## src/rtl/crypto_hft_pkg.sv

```systemverilog
// Purpose: shared types and default constants for the crypto ratio trigger.
// Contents: trigger FSM state enum plus default parameter values.
package crypto_hft_pkg;

    localparam int unsigned DEF_PRICE_W      = 64;
    localparam int unsigned DEF_SHIFT        = 4;
    localparam int unsigned DEF_COOLDOWN_CYC = 8;
    localparam int unsigned DEF_CNT_W        = 16;

    typedef enum logic [1:0] {
        ST_ARMED      = 2'd0,
        ST_FIRE       = 2'd1,
        ST_COOLDOWN   = 2'd2,
        ST_WAIT_CLEAR = 2'd3
    } state_e;

endpackage : crypto_hft_pkg

```

## src/rtl/crypto_ratio_cmp.sv

```systemverilog
// Purpose: combinational BTC/ETH ratio comparator producing fire and clear.
// Ports:
//   btc_i, eth_i       : registered sample prices
//   thresh_i, hyst_i   : trigger margin and re-arm hysteresis
//   dir_i              : 0 = fire when BTC rich, 1 = fire when BTC cheap
//   fire_o, clear_o    : combinational fire / clear qualifiers
module crypto_ratio_cmp #(
    parameter int unsigned PRICE_W = 64,
    parameter int unsigned SHIFT   = 4
) (
    input  logic [PRICE_W-1:0] btc_i,
    input  logic [PRICE_W-1:0] eth_i,
    input  logic [PRICE_W-1:0] thresh_i,
    input  logic [PRICE_W-1:0] hyst_i,
    input  logic               dir_i,
    output logic               fire_o,
    output logic               clear_o
);

    // Two guard bits keep every sum of two operands exact.
    localparam int unsigned W = PRICE_W + SHIFT + 2;

    logic [W-1:0] b_w;
    logic [W-1:0] r_w;
    logic [W-1:0] t_w;
    logic [W-1:0] h_w;

    assign b_w = W'(btc_i);
    assign r_w = W'(eth_i) << SHIFT;
    assign t_w = W'(thresh_i);
    assign h_w = W'(hyst_i);

    // Fire / clear qualifiers for both trade directions.
    always_comb begin
        fire_o  = 1'b0;
        clear_o = 1'b0;
        if (!dir_i) begin
            fire_o  = b_w > (r_w + t_w);
            clear_o = (b_w + h_w) <= (r_w + t_w);
        end else begin
            fire_o  = (b_w + t_w) < r_w;
            clear_o = (b_w + t_w) >= (r_w + h_w);
        end
    end

endmodule : crypto_ratio_cmp

```

## src/rtl/crypto_ratio_trigger.sv

```systemverilog
// Purpose: ratio-based trade trigger with a one-stage input pipeline, a
//          valid/ready trade offer, cooldown and hysteresis re-arming.
// Ports:
//   clk, rst                    : clock, synchronous active-high reset
//   px_valid, btc_price,
//   eth_price, cfg_dir          : price sample and direction (registered)
//   cfg_thresh, cfg_hyst        : margins used directly by the comparator
//   trade_valid/ready           : trade offer handshake
//   trade_price, trade_btc,
//   trade_dir                   : payload captured from the firing sample
//   armed                       : high only in ARMED
//   miss_cnt                    : saturating count of firing samples dropped
module crypto_ratio_trigger
    import crypto_hft_pkg::*;
#(
    parameter int unsigned PRICE_W      = DEF_PRICE_W,
    parameter int unsigned SHIFT        = DEF_SHIFT,
    parameter int unsigned COOLDOWN_CYC = DEF_COOLDOWN_CYC,
    parameter int unsigned CNT_W        = DEF_CNT_W
) (
    input  logic               clk,
    input  logic               rst,
    input  logic               px_valid,
    input  logic [PRICE_W-1:0] btc_price,
    input  logic [PRICE_W-1:0] eth_price,
    input  logic               cfg_dir,
    input  logic [PRICE_W-1:0] cfg_thresh,
    input  logic [PRICE_W-1:0] cfg_hyst,
    output logic               trade_valid,
    input  logic               trade_ready,
    output logic [PRICE_W-1:0] trade_price,
    output logic [PRICE_W-1:0] trade_btc,
    output logic               trade_dir,
    output logic               armed,
    output logic [CNT_W-1:0]   miss_cnt
);

    localparam int unsigned CD_W = (COOLDOWN_CYC > 2) ? $clog2(COOLDOWN_CYC) : 1;

    // Stage-1 sample registers
    logic               s1_valid_q;
    logic [PRICE_W-1:0] s1_btc_q;
    logic [PRICE_W-1:0] s1_eth_q;
    logic               s1_dir_q;

    // FSM and output registers
    state_e             state_q,       state_d;
    logic [CD_W-1:0]    cd_cnt_q,      cd_cnt_d;
    logic               trade_valid_q, trade_valid_d;
    logic [PRICE_W-1:0] trade_price_q, trade_price_d;
    logic [PRICE_W-1:0] trade_btc_q,   trade_btc_d;
    logic               trade_dir_q,   trade_dir_d;
    logic               armed_q,       armed_d;
    logic [CNT_W-1:0]   miss_cnt_q,    miss_cnt_d;

    logic               fire_c;
    logic               clear_c;

    // Stage 1: capture the sample every cycle.
    always_ff @(posedge clk) begin
        if (rst) begin
            s1_valid_q <= 1'b0;
            s1_btc_q   <= '0;
            s1_eth_q   <= '0;
            s1_dir_q   <= 1'b0;
        end else begin
            s1_valid_q <= px_valid;
            s1_btc_q   <= btc_price;
            s1_eth_q   <= eth_price;
            s1_dir_q   <= cfg_dir;
        end
    end

    crypto_ratio_cmp #(
        .PRICE_W (PRICE_W),
        .SHIFT   (SHIFT)
    ) u_cmp (
        .btc_i    (s1_btc_q),
        .eth_i    (s1_eth_q),
        .thresh_i (cfg_thresh),
        .hyst_i   (cfg_hyst),
        .dir_i    (s1_dir_q),
        .fire_o   (fire_c),
        .clear_o  (clear_c)
    );

    // FSM state and registered outputs.
    always_ff @(posedge clk) begin
        if (rst) begin
            state_q       <= ST_ARMED;
            cd_cnt_q      <= '0;
            trade_valid_q <= 1'b0;
            trade_price_q <= '0;
            trade_btc_q   <= '0;
            trade_dir_q   <= 1'b0;
            armed_q       <= 1'b1;
            miss_cnt_q    <= '0;
        end else begin
            state_q       <= state_d;
            cd_cnt_q      <= cd_cnt_d;
            trade_valid_q <= trade_valid_d;
            trade_price_q <= trade_price_d;
            trade_btc_q   <= trade_btc_d;
            trade_dir_q   <= trade_dir_d;
            armed_q       <= armed_d;
            miss_cnt_q    <= miss_cnt_d;
        end
    end

    // Next-state and next-output logic.
    always_comb begin
        state_d       = state_q;
        cd_cnt_d      = cd_cnt_q;
        trade_valid_d = trade_valid_q;
        trade_price_d = trade_price_q;
        trade_btc_d   = trade_btc_q;
        trade_dir_d   = trade_dir_q;
        miss_cnt_d    = miss_cnt_q;

        unique case (state_q)
            ST_ARMED: begin
                if (s1_valid_q && fire_c) begin
                    state_d       = ST_FIRE;
                    trade_valid_d = 1'b1;
                    trade_price_d = s1_eth_q;
                    trade_btc_d   = s1_btc_q;
                    trade_dir_d   = s1_dir_q;
                end
            end
            ST_FIRE: begin
                if (trade_valid_q && trade_ready) begin
                    trade_valid_d = 1'b0;
                    if (COOLDOWN_CYC == 0) begin
                        state_d = ST_WAIT_CLEAR;
                    end else begin
                        state_d  = ST_COOLDOWN;
                        cd_cnt_d = CD_W'(COOLDOWN_CYC - 1);
                    end
                end
            end
            ST_COOLDOWN: begin
                if (cd_cnt_q == '0) begin
                    state_d = ST_WAIT_CLEAR;
                end else begin
                    cd_cnt_d = cd_cnt_q - CD_W'(1);
                end
            end
            ST_WAIT_CLEAR: begin
                if (s1_valid_q && clear_c) begin
                    state_d = ST_ARMED;
                end
            end
            default: begin
                state_d       = ST_ARMED;
                trade_valid_d = 1'b0;
            end
        endcase

        // Firing samples that arrive while not ARMED are dropped and counted.
        if (s1_valid_q && fire_c && (state_q != ST_ARMED) && (miss_cnt_q != '1)) begin
            miss_cnt_d = miss_cnt_q + CNT_W'(1);
        end

        armed_d = (state_d == ST_ARMED);
    end

    assign trade_valid = trade_valid_q;
    assign trade_price = trade_price_q;
    assign trade_btc   = trade_btc_q;
    assign trade_dir   = trade_dir_q;
    assign armed       = armed_q;
    assign miss_cnt    = miss_cnt_q;

endmodule : crypto_ratio_trigger

```

## config.mk

```make
export PLATFORM = sky130hd
export DESIGN_NAME = crypto_ratio_trigger
export DESIGN_NICKNAME = d
export VERILOG_FILES = /design/src/rtl/crypto_hft_pkg.sv /design/src/rtl/crypto_ratio_cmp.sv /design/src/rtl/crypto_ratio_trigger.sv
export SDC_FILE = /design/constraint.sdc
export NUM_CORES = 1
export LEC_CHECK = 0
export CORE_MARGIN = 5
export CORE_UTILIZATION = 57
export CTS_CLUSTER_SIZE = 8
export DETAILED_ROUTE_END_ITERATION = 8
export GPL_TIMING_DRIVEN = 1
export PLACE_DENSITY = 0.9
export SLEW_MARGIN = 20
export SYNTH_ARGS = -nofsm -noshare
export SYNTH_HDL_FRONTEND = slang
export SYNTH_SLANG_ARGS = --single-unit
```

## constraint.sdc

```tcl
create_clock -name clk -period 9.7 [get_ports clk]
set_input_delay 2.91 -clock clk [delete_from_list [all_inputs] [get_ports clk]]
set_output_delay 2.91 -clock clk [all_outputs]
set_load 0.05 [all_outputs]
```

==> results of run 1 <==
cells in the mapped netlist (all sizes together) (24+ instances only):
cell / number
nand2: 185
o21a: 30
inv: 153
nand3: 83
ha: 503
xnor2: 140
a21o: 215
dfxtp: 282
a31oi: 24
nand2b: 43
nand4: 82
nor2: 282
nor3: 52
o21bai: 53
a211oi: 42
o21ai: 161
clkbuf: 73
and3: 39
nor2b: 170
xor2: 87
mux2i: 131
a21oi: 354
flip-flops by register name, summed over array words and instances, names as in the netlist:
signal	flops
trade_valid	1
trade_price	64
s1_valid_q	1
trade_dir	1
miss_cnt	16
cd_cnt_q	3
s1_eth_q	64
state_q	2
s1_btc_q	64
armed	1
trade_btc	64
s1_dir_q	1
area by class of cell:
type	count	area [µm²]
multi-input cells	2965	22000
well taps	672	841
inverters	153	574
clock inverters	2	13.8
repair buffers	534	5160
flip-flops and latches	282	5650
fillers	3918	14500
clock buffers	48	1160
diodes	3	7.51
metal layers:
metal	up-vias	share of wire (%)	routed length [µm]	GRT usage (%)
met5	-	0.021	21	0
met3	323	11	10800	7.75
met4	4	4.8	4930	14.9
met2	1512	44	44600	56.3
met1	13568	41	41700	46.9
li1	13824	-	-	-
cells by family after synthesis:
family | after synthesis | synth area share [%]
adders and majority gates | 507 | 22.3
DFF | 282 | 19.8
AOI/OAI and AO/OA | 1037 | 23.4
and+or+nand+nor | 1051 | 19.0
muxes | 143 | 5.07
xor gates and xnor gates | 227 | 6.99
buffers and inverters | 248 | 3.42
path summary, 6_finish.rpt:
check | from | end | slack [ns] | cells past startpoint
min reg2reg | cd_cnt_q[0] | cd_cnt_q[0] | 0.49 | 1
max | cfg_thresh[16] | trade_price[38] | 0.33 | 31
min | cd_cnt_q[0] | cd_cnt_q[0] | 0.49 | 1
max reg2reg | s1_btc_q[16] | trade_price[38] | 2.71 | 30
stage by stage:
stage / power (µW) / worst slack, ns
global placement: 3230 / -0.0484
floorplan: 2600 / 1.26
global route: 4930 / -0.0311
CTS: 4630 / 0.174
detailed placement: 3270 / -0.324
finish: 4680 / 0.331
report_power, final:
part	switching [µW]	internal [µW]
logic	1160	904
registers	71.6	1200
clock network	518	824
total	1750	2930
repair_timing:
item / 4_1_cts / 5_1_grt
endpoints found under the setup margin: 0 / 146
gates resized for setup: 0 / 11
buffers inserted: 0 / 6
critical path, delay by kind of cell:
| family | cells | cell delay, ns |
|---|---|---|
| compound gates | 13 | 3.31 |
| xor+xnor | 1 | 0.17 |
| fa+ha+maj | 2 | 0.66 |
| buf+inv | 5 | 1.09 |
| mux | 1 | 0.17 |
| simple gates | 9 | 1.44 |
==> metrics.csv, run 1 <==
stage;metric;value;unit
synth;Synth area leader;ha_1;
synth;YS warnings;0;
grt;initial antenna violation count;5;
clock_tree;CTS buffer count;42;
floorplanning;Ports;408;
power;Pwr Density;132;mW/mm²
routing;routed vias/inst;6.27;
cells_and_area;Non-Filler Instances;4659;
place;placed cells;4599;
critical_path;Req. time, crit path;10.09;ns
routing;Antenna Violating Nets Remaining;0;
place;routability cong.;1.03;
grt;Remaining Overflow, GRT;0;
cells_and_area;nets@finish;4746;
critical_path;Crit path arrival time;9.76;ns
run_status;status;finished, final reports clean;
synth;syn_area_per_cell;8.17;µm²
cells_and_area;area delta synth->final;24.0;%
cells_and_area;most frequent cells in the layout;ha_1, clkdlybuf4s50_1, a21oi_1;
clock_tree;clk buf depth;3;
synth;number of synthesized register bits;282;
critical_path;crit-path most repeated cell;o21ai_0;
cells_and_area;share of cells above drive strength 1;6.02;%
routing;DRT iter0 DRCs;2934;
critical_path;CP max FO;9;
worst_hold_path;Worst Hold Class;flop to flop;
cells_and_area;commonest non-fill, non-tap cell in the layout;ha_1;
routing;WL per Instance;21.9;µm
floorplanning;core area;0.0499;mm²
synth;Synth cell types;92;
critical_path;CP peak stage delay;0.49;ns
synth;Mapped Cells;3495;
sta;setup TNS;0;ns
floorplanning;Placement Rows;82;
sta;max-slew violations;0;
critical_path;CP Capture Type;flop;
place;IO Port Bufs;407;
clock_tree;Clock Latency Late Sink;0.57;ns
floorplanning;DIE HEIGHT;234;µm
sta;Slew HR;37.2;%
synth;Main synth FF type;dfxtp_1;
synth;share of the yosys chip area belonging to registers;19.8;%
synth;synth top area cells;ha_1, dfxtp_1, a21oi_1, a21o_1, mux2i_1;
sta;Hold Slack;0.485;ns
synth;ys async rst share;0;%
clock_tree;CTS Hold Buffers Added;0;
place;Post-DP Area;0.0341;mm²
grt;largest net degree at the start of global routing;118;
cells_and_area;fin util;71.0;%
floorplanning;Die W;234;µm
clock_tree;Clock Pin Slew Worst Setup and Hold Paths;0.05;ns
synth;Synth top area share;22.0;%
critical_path;crit path kind;primary input to flop;
routing;drt pass-1 iters;9;
cells_and_area;Design Area, Final;0.0354;mm²
sta;period utilization;96.6;%
synth;Post-Syn Nets;4263;
grt;GR Util All Layers;35.5;%
power;Worst VDD drop;0.111;mV
sta;final setup vio count;0;
synth;EDFF count, synth;0;
power;Leakage;0.0161;µW
clock_tree;Clock Tree Root;clkbuf_16;
sta;Clock Skew;0.0260;ns
routing;Final Routed Wirelength;102;mm
grt;vias in the first global route;28194;
place;hpwl dp;83.5;mm
job;max_cap viols;0;
critical_path;element type at the critical path start;primary input;
sta;FMAX;107;MHz
sta;slew of the pin with the lowest slew margin;0.943;ns
routing;DRC violations left;0;
routing;vias;29231;
grt;first-pass GRT wire length;155;mm
sta;final worst path period need;9.37;ns
synth;synthesized area;0.0285;mm²
clock_tree;CTS Sinks;282;
floorplanning;Initial Util;57.2;%
floorplanning;Die Area;0.0547;mm²
sta;Fin. Hold Viols;0;
clock_tree;H-Tree Depth;2;
clock_tree;TritonCTS clock tree;done;
critical_path;Worst path slowest cell;a311oi_1;
Note: power is estimated with default switching activity, not from simulation.
==> run 2: changes to the inputs <==
--- a/config.mk
+++ b/config.mk
@@ -6,11 +6,12 @@
 export NUM_CORES = 1
 export LEC_CHECK = 0
 export CORE_MARGIN = 5
-export CORE_UTILIZATION = 57
+export CORE_UTILIZATION = 58
 export CTS_CLUSTER_SIZE = 8
 export DETAILED_ROUTE_END_ITERATION = 8
+export DONT_BUFFER_PORTS = 1
 export GPL_TIMING_DRIVEN = 1
-export PLACE_DENSITY = 0.9
+export PLACE_DENSITY = 0.81
 export SLEW_MARGIN = 20
 export SYNTH_ARGS = -nofsm -noshare
 export SYNTH_HDL_FRONTEND = slang
==> metrics.csv, run 2 (synthesis results as in run 1) <==
stage;metric;value;unit;change
clock_tree;CTS buffer count;41;;-2.4%
power;Worst VDD drop;0.137;mV;+23%
routing;vias;26624;;-8.9%
power;Final Power;4360;µW;-6.7%
critical_path;Req. time, crit path;10.14;ns;+0.05 ns
sta;Fin. Hold Viols;0;;unchanged
cells_and_area;Non-Filler Instances;4149;;-11%
sta;final setup vio count;0;;unchanged
cells_and_area;area delta synth->final;6.71;%;
cells_and_area;multi-input logic area;0.0219;mm²;-0.23%
clock_tree;clk buf depth;3;;unchanged
cells_and_area;most frequent cells in the layout;ha_1, a21oi_1, nor2_1, dfxtp_1, a21o_1;;
power;Leakage;0.0140;µW;-13%
place;IO Port Bufs;0;;-100%
clock_tree;H-Tree Depth;2;;unchanged
critical_path;CP Capture Type;flop;;
clock_tree;Setup Buffers After CTS;0;;unchanged
cells_and_area;nets@finish;4248;;-10%
sta;FMAX;107;MHz;+0.57%
floorplanning;Die Area;0.0537;mm²;-1.6%
floorplanning;core area;0.0488;mm²;-2.0%
place;hpwl dp;75.8;mm;-9.2%
critical_path;CP max FO;68;;+59
worst_hold_path;HP Start;cd_cnt_q[0];;
sta;final worst path period need;9.32;ns;-0.0530 ns
floorplanning;Die W;232;µm;-0.83%
routing;Final Routed Wirelength;91.9;mm;-9.9%
clock_tree;CTS Hold Buffers Added;0;;unchanged
critical_path;element type at the critical path start;primary input;;
grt;first-pass GRT wire length;139;mm;-11%
grt;Remaining Overflow, GRT;0;;unchanged
sta;setup TNS;0;ns;unchanged
power;Pwr Density;143;mW/mm²;+8.4%
place;placed cells;4101;;-11%
grt;GR Util All Layers;32.3;%;-3.2 points
critical_path;crit path kind;primary input to flop;;
floorplanning;Initial Util;58.4;%;+1.2 points
routing;WL per Instance;22.2;µm;+1.2%
clock_tree;TritonCTS clock tree;done;;
sta;Hold Slack;0.469;ns;-0.0161 ns
grt;largest net degree at the start of global routing;297;;+150%
floorplanning;Placement Rows;81;;-1.2%
sta;max-slew violations;0;;unchanged
sta;Clock Skew;0.0263;ns;+0.000269 ns
floorplanning;Ports;408;;unchanged
clock_tree;Clock Latency Late Sink;0.57;ns;about the same
cells_and_area;share of cells above drive strength 1;3.96;%;-2.1 points
critical_path;CP Launch Point;cfg_thresh[1];;
routing;Antenna Violating Nets Remaining;0;;unchanged
cells_and_area;commonest non-fill, non-tap cell in the layout;ha_1;;
clock_tree;CTS Sinks;282;;unchanged
floorplanning;DIE HEIGHT;232;µm;-0.83%
clock_tree;Clock Pin Slew Worst Setup and Hold Paths;0.05;ns;about the same
sta;Slew HR;30.9;%;-6.3 points
routing;routed vias/inst;6.42;;+2.3%
routing;drt pass-1 iters;6;;-3
run_status;status;finished, final reports clean;;
clock_tree;Clock Tree Root;clkbuf_16;;
cells_and_area;sequential cell area;0.00565;mm²;unchanged
grt;vias in the first global route;24776;;-12%
routing;DRT iter0 DRCs;2495;;-15%
sta;slew of the pin with the lowest slew margin;1.03;ns;+0.0833 ns
routing;DRC violations left;0;;unchanged
clock_tree;CTS resizes;0;;unchanged
worst_hold_path;Worst Hold Class;flop to flop;;
cells_and_area;Layout fillers;4364;;+11%
grt;initial antenna violation count;3;;-2
place;routability cong.;1.04;;+0.88%
sta;period utilization;96.0;%;-0.55 points
job;max_cap viols;0;;unchanged
critical_path;Crit path arrival time;9.76;ns;about the same
critical_path;worst r2r src;s1_btc_q[5];;
sta;RSZ-0062 raised after global routing;false;;
cells_and_area;fin util;62.4;%;-8.6 points
-- run 2: cell types whose count changed in the layout (fill, tap and decap cells not counted), sizes merged --
cell	previous run	this run
buf	127	37
clkbuf	49	46
clkdlybuf4s50	406	0
clkinv	2	0
diode	3	1
inv	153	154
-- run 2: cell type report --
class                   count  area share [%]
diodes                      1         0.00822
clock buffers              46            3.67
clock inverters             1          0.0288
inverters                 153            1.89
multi-input cells        2965            72.0
flip-flops and latches    282            18.5
well taps                 664            2.73
repair buffers             37            1.12
-- run 2: final timing paths --
path	slack [ns]	depth (start not counted)	to
max	0.38	28	trade_price[20]
min reg2reg	0.47	1	cd_cnt_q[0]
max reg2reg	2.35	26	trade_price[20]
min	0.47	1	cd_cnt_q[0]
-- run 2: where the power goes --
part / switching [µW] / internal, µW
logic: 1010 / 746
registers: 104 / 1200
clock network: 506 / 795
-- run 2: per-layer routing --
metal  vias to the layer above  wire (µm)  part of all wire (%)  GRT usage [%]
met5                         -         34                 0.037              0
met2                      1263      39600                    43           50.7
li1                      12828          -                     -              -
met4                         6       4050                   4.4           12.1
met1                     12290      38500                    42           43.2
met3                       237       9760                    11           7.95
-- run 2: worst max-delay path, cell delays in order --
cell	delay, ns
inv_1	0.06
ha_1	0.33
nand2b_1	0.16
a221oi_1	0.11
o31ai_1	0.68
o31ai_1	0.27
nor4b_1	0.23
buf_4	0.17
o211ai_1	0.23
nand3_1	0.14
a211oi_1	0.53
o21a_1	0.28
o21ai_0	0.12
xor2_1	0.18
ha_1	0.32
a21oi_1	0.18
o21ai_0	0.13
a211oi_1	0.35
o21ai_0	0.21
a211oi_1	0.24
o21ai_0	0.24
o211ai_1	0.17
and3_1	0.20
nand4bb_1	0.18
o21ai_4	0.26
buf_12	0.41
mux2i_1	0.27
nor2_1	0.05
-- run 2: through the flow --
step | instance area (µm²) | setup slack (ns)
after CTS | 30500 | 0.623
final | 30500 | 0.384
after global routing | 30500 | 0.220
after detailed placement | 29300 | 0.0873
after global placement | 29300 | 0.271
after floorplan | 28500 | 1.26
